$ cat src/rtl/instr_feeder.sv
// Instruction feeder: fetches program words from a 1-cycle-latency synchronous memory,
// presents them on the processor DIN with Run, and advances the PC on Done.
module instr_feeder #(
    parameter int unsigned AW = 5,
    parameter int unsigned DW = 16,
    parameter int unsigned CW = 8
) (
    input  logic          clk,
    input  logic          rst,
    input  logic          start_i,
    output logic [AW-1:0] mem_addr_o,
    input  logic [DW-1:0] mem_data_i,
    output logic [DW-1:0] din_o,
    output logic          run_o,
    input  logic          done_i,
    output logic          halted_o,
    output logic [AW-1:0] pc_o,
    output logic [CW-1:0] instr_count_o
);

    localparam logic [2:0] OP_MVI  = 3'b001;
    localparam logic [2:0] OP_HALT = 3'b111;

    typedef enum logic [3:0] {
        S_IDLE,
        S_FI,
        S_LI,
        S_LM,
        S_CM,
        S_EX,
        S_IM,
        S_WD,
        S_HALT
    } state_e;

    state_e        state_q, state_d;
    logic [AW-1:0] pc_q, pc_d;
    logic [AW-1:0] mem_addr_q, mem_addr_d;
    logic [DW-1:0] din_q, din_d;
    logic [DW-1:0] word0_q, word0_d;
    logic [DW-1:0] word1_q, word1_d;
    logic          run_q, run_d;
    logic          halted_q, halted_d;
    logic [CW-1:0] cnt_q, cnt_d;

    logic          is_mvi_c;
    logic [AW-1:0] next_pc_c;
    logic [2:0]    fetch_op_c;

    always_ff @(posedge clk or posedge rst) begin
        if (rst) begin
            state_q <= S_IDLE;
        end else begin
            state_q <= state_d;
        end
    end

    always_ff @(posedge clk or posedge rst) begin
        if (rst) begin
            pc_q       <= '0;
            mem_addr_q <= '0;
            din_q      <= '0;
            word0_q    <= '0;
            word1_q    <= '0;
            run_q      <= 1'b0;
            halted_q   <= 1'b0;
            cnt_q      <= '0;
        end else begin
            pc_q       <= pc_d;
            mem_addr_q <= mem_addr_d;
            din_q      <= din_d;
            word0_q    <= word0_d;
            word1_q    <= word1_d;
            run_q      <= run_d;
            halted_q   <= halted_d;
            cnt_q      <= cnt_d;
        end
    end

    always_comb begin
        state_d    = state_q;
        pc_d       = pc_q;
        mem_addr_d = mem_addr_q;
        din_d      = din_q;
        word0_d    = word0_q;
        word1_d    = word1_q;
        run_d      = run_q;
        halted_d   = halted_q;
        cnt_d      = cnt_q;

        is_mvi_c   = (word0_q[8:6] == OP_MVI);
        next_pc_c  = is_mvi_c ? pc_q + AW'(2) : pc_q + AW'(1);
        fetch_op_c = mem_data_i[8:6];

        unique case (state_q)
            S_IDLE: begin
                if (start_i) begin
                    state_d    = S_FI;
                    mem_addr_d = pc_q;
                end
            end
            S_FI: state_d = S_LI;
            S_LI: begin
                word0_d = mem_data_i;
                if (fetch_op_c == OP_HALT) begin
                    state_d  = S_HALT;
                    run_d    = 1'b0;
                    halted_d = 1'b1;
                    din_d    = '0;
                end else if (fetch_op_c == OP_MVI) begin
                    state_d    = S_LM;
                    mem_addr_d = pc_q + AW'(1);
                end else begin
                    state_d = S_EX;
                    din_d   = mem_data_i;
                    run_d   = 1'b1;
                end
            end
            S_LM: state_d = S_CM;
            S_CM: begin
                word1_d = mem_data_i;
                state_d = S_EX;
                din_d   = word0_q;
                run_d   = 1'b1;
            end
            S_EX: begin
                if (!done_i && is_mvi_c) begin
                    state_d = S_IM;
                    din_d   = word1_q;
                end else if (!done_i) begin
                    state_d = S_WD;
                end
            end
            S_IM: begin
                if (!done_i) begin
                    state_d = S_WD;
                end
            end
            S_WD: ;
            S_HALT: ;
            default: state_d = S_IDLE;
        endcase

        // Done retires the live instruction from EX, IM or WD alike
        if ((state_q == S_EX || state_q == S_IM || state_q == S_WD) && done_i) begin
            state_d    = S_FI;
            pc_d       = next_pc_c;
            mem_addr_d = next_pc_c;
            cnt_d      = cnt_q + CW'(1);
            run_d      = 1'b0;
        end
    end

    assign mem_addr_o    = mem_addr_q;
    assign din_o         = din_q;
    assign run_o         = run_q;
    assign halted_o      = halted_q;
    assign pc_o          = pc_q;
    assign instr_count_o = cnt_q;

endmodule
$ cat config.mk
export PLATFORM = sky130hd
export DESIGN_NAME = instr_feeder
export DESIGN_NICKNAME = d
export VERILOG_FILES = /design/src/rtl/instr_feeder.sv
export SDC_FILE = /design/constraint.sdc
export NUM_CORES = 1
export LEC_CHECK = 0
export ABC_AREA = 1
export CORE_ASPECT_RATIO = 0.7
export CORE_MARGIN = 2
export CORE_UTILIZATION = 31
export CTS_BUF_LIST = sky130_fd_sc_hd__clkbuf_2 sky130_fd_sc_hd__clkbuf_4 sky130_fd_sc_hd__clkbuf_8
export DETAILED_ROUTE_END_ITERATION = 10
export PLACE_DENSITY_LB_ADDON = 0.3
export SLEW_MARGIN = 20
export SYNTH_ARGS = -nofsm -noshare
export SYNTH_HDL_FRONTEND = slang
export SYNTH_SLANG_ARGS = --single-unit
$ cat constraint.sdc
create_clock -name clk -period 3.2 [get_ports clk]
set_clock_uncertainty 0.05 [all_clocks]
set_input_delay 0.64 -clock clk [delete_from_list [all_inputs] [get_ports clk]]
set_output_delay 0.64 -clock clk [all_outputs]
set_load 0.02 [all_outputs]
==> summary.json <==
{
  "slew_headroom_pct": 58.9,
  "numPlacedInstances": 667,
  "worst_slew_pin_slew_ns": 0.615,
  "synth_cell_types": 25,
  "timing_hold_violations_final": 0,
  "drive_above_1_share_pct": 6.98,
  "nets": 548,
  "clk_path_buf_depth": 2,
  "timing.final.crit_share_pct": 70.7,
  "most_common_cell_in_the_netlist": "nand2_1",
  "clk_pin_slew_worst_paths_ns": 0.08,
  "post_cts_resized": 0,
  "cts_tree": "built",
  "worst_ep_arrival_time_ns": 1.57,
  "yosysWarnings": 0,
  "postCtsSetupRepairBufs": 0,
  "start_kind": "register",
  "cp_data_required_time_ns": 2.51,
  "number_of_synthesized_flops_with_an_enable_pin": 0,
  "critical_path_buf_inv_count": 1,
  "synth-main-ff-cell": "dfrtp_1",
  "post_synth_instance_area_sq_um": 3590,
  "pwr_density_cell_nw_per_um2": 1040,
  "status": "finished clean",
  "fin_tns_setup_ns": 0,
  "cts_hold_buffers": 0,
  "cts_num_sinks": 72,
  "crit_path_top_delay_cell": "clkdlybuf4s50_1",
  "finalNonFillerCells": 683,
  "io_pins": 56,
  "placement_rows": 32,
  "peak_clock_frequency_supported_by_timing_mhz": 442,
  "fin_worst_hold_slack_ns": 0.416,
  "synth.top_cells.by_area": "dfrtp_1, nand2_1, nand3_1",
  "multi_input_comb_area_sq_um": 1550,
  "number_of_routed_nets_with_antenna_violations": 0,
  "hold_class": "register to register",
  "cts_root_buffer": "clkbuf_8",
  "critPathTopFamily": "buffers and inverters",
  "clk-insertion-delay-late_ns": 0.35,
  "max_slew_vio_count": 0,
  "critical_path_class": "register to output port",
  "fp.dieH_um": 94.1,
  "synthArstFlopShare_pct": 100,
  "initial_utilization_pct": 32.2,
  "placedInstanceArea_sq_um": 4300,
  "leakage_uw": 0.00226,
  "syn_to_final_growth_pct": 26.3,
  "design.die.area_sq_um": 12500,
  "antenna-diode-count": 0,
  "period_minus_slack_ns": 2.26,
  "tritoncts.num_buffers": 9,
  "pin_count_of_the_biggest_net_entering_global_routing": 73,
  "drv_cap": 0,
  "synth-seq-cells": 72,
  "postSynthCellCount": 470,
  "avgRoutedWirePerCell_um": 13.1,
  "peakVddDrop_mv": 0.308,
  "critPathCaptureType": "output port",
  "place_hpwl_um": 6100,
  "grt_overflow_total": 0,
  "synth_area_per_cell_sq_um": 7.65,
  "synth_top_cells_by_count": "nand2_1, dfrtp_1, nand3_1, o21ai_0, inv_1",
  "unrepaired_setup_endpoints_after_global_routing": "no",
  "globalplace.congestion": 0.831,
  "yosys.area.top_type_share_pct": 50.1,
  "timing.final.setup_violations": 0,
  "first_global_vias": 3126,
  "cts_max_level": 3,
  "final_core_util_pct": 40.6,
  "drt-initial-drc-count": 228,
  "die_w_um": 133,
  "core_area_sq_um": 11200,
  "syn-num-nets": 493,
  "yosysTopAreaCell": "dfrtp_1",
  "routed_via_density": 4.67,
  "sequential_to_total_area_share_from_yosys_stat_pct": 50.1,
  "first_pass_iters": 5,
  "route.vias.total": 3191,
  "slowest_delay_ns": 0.68,
  "cell_area_after_layout_sq_um": 4540,
  "antenna_found_initial": 0,
  "port-buffer-count": 55,
  "totalWireLength_um": 8970,
  "seq_cell_area_sq_um": 1800,
  "timing.critical_path.cells": "clkdlybuf4s50_1",
  "filler_cell_count": 1112,
  "wire_length_of_the_first_global_routing_pass_um": 15200,
  "drc": 0,
  "globalRouteTotalUtil_pct": 15.4,
  "critical_path_peak_fanout": 9
}
==> layout by cell type, fill, tap and decap left out, types with 5 or more instances in the layout <==
master / synthesis / layout
xnor2_1: 6 / 6
nand2_2: 6 / 6
nand2_1: 198 / 198
clkbuf_8: 0 / 11
clkdlybuf4s50_1: 0 / 55
o21ai_0: 44 / 44
inv_1: 39 / 38
nor2_1: 12 / 12
nand3_1: 51 / 51
nand4_1: 5 / 5
dfrtp_1: 72 / 72
==> per-stage QoR <==
stage	power [uW]	setup WS [ns]
2_1_floorplan	3150	0.685
3_3_place_gp	3870	0.912
3_5_place_dp	3920	0.863
4_1_cts	4780	0.933
5_1_grt	5160	0.881
6_report	4740	0.938
==> area by class of cell <==
class / instances / share of cell area [%]
multi-input cells: 339 / 34.1
inverters: 43 / 3.61
flip-flops and latches: 72 / 39.7
clock inverters: 4 / 1.68
clock buffers: 12 / 3.50
well taps: 153 / 4.22
repair buffers: 60 / 13.2
==> sequential cells by signal, indices dropped and copies added, names as in the netlist <==
name	cells
din_o	16
pc_o	5
word0_q	16
mem_addr_o	5
halted_o	1
word1_q	16
run_o	1
state_q	4
instr_count_o	8
==> kinds of logic (layout without fill, tap and decap cells) <==
kind of cell	after synthesis	after routing	synth area share, %
fa+ha+maj	3	3	1.04
flops	72	72	50.1
simple gates	278	278	32.7
xor+xnor	9	9	2.19
buf+inv	59	119	6.86
compound gates	49	49	7.10
==> path summary, 6_finish.rpt <==
check | startpoint | end | slack (ns) | depth (start not counted)
setup reg to reg | state_q[0] | din_o[15] | 1.15 | 9
min in group asynchronous | rst | word0_q[13] | 0.62 | 3
max in group asynchronous | rst | word0_q[1] | 2.13 | 3
setup / recovery | pc_o[3] | pc_o[3] | 0.94 | 1
hold reg to reg | halted_o | halted_o | 0.42 | 2
hold / removal | halted_o | halted_o | 0.42 | 2
==> where the power goes <==
| part | leakage [uW] | internal (uW) | switching (uW) |
|---|---|---|---|
| logic | 0.00125 | 864 | 1380 |
| clock network | 0.000116 | 492 | 349 |
| registers | 0.000892 | 1340 | 313 |
| total | 0.00226 | 2690 | 2050 |
==> routing by layer <==
layer | GRT usage [%] | share of wire [%] | vias up | routed length [um]
met1 | 21.4 | 50 | 1495 | 4460
met4 | 4.75 | 1.1 | 0 | 102
met3 | 3.51 | 4.7 | 12 | 425
met2 | 23.8 | 44 | 90 | 3980
li1 | - | - | 1594 | -
met5 | 0 | 0 | - | 0
Power figures use the tool's default switching activity.
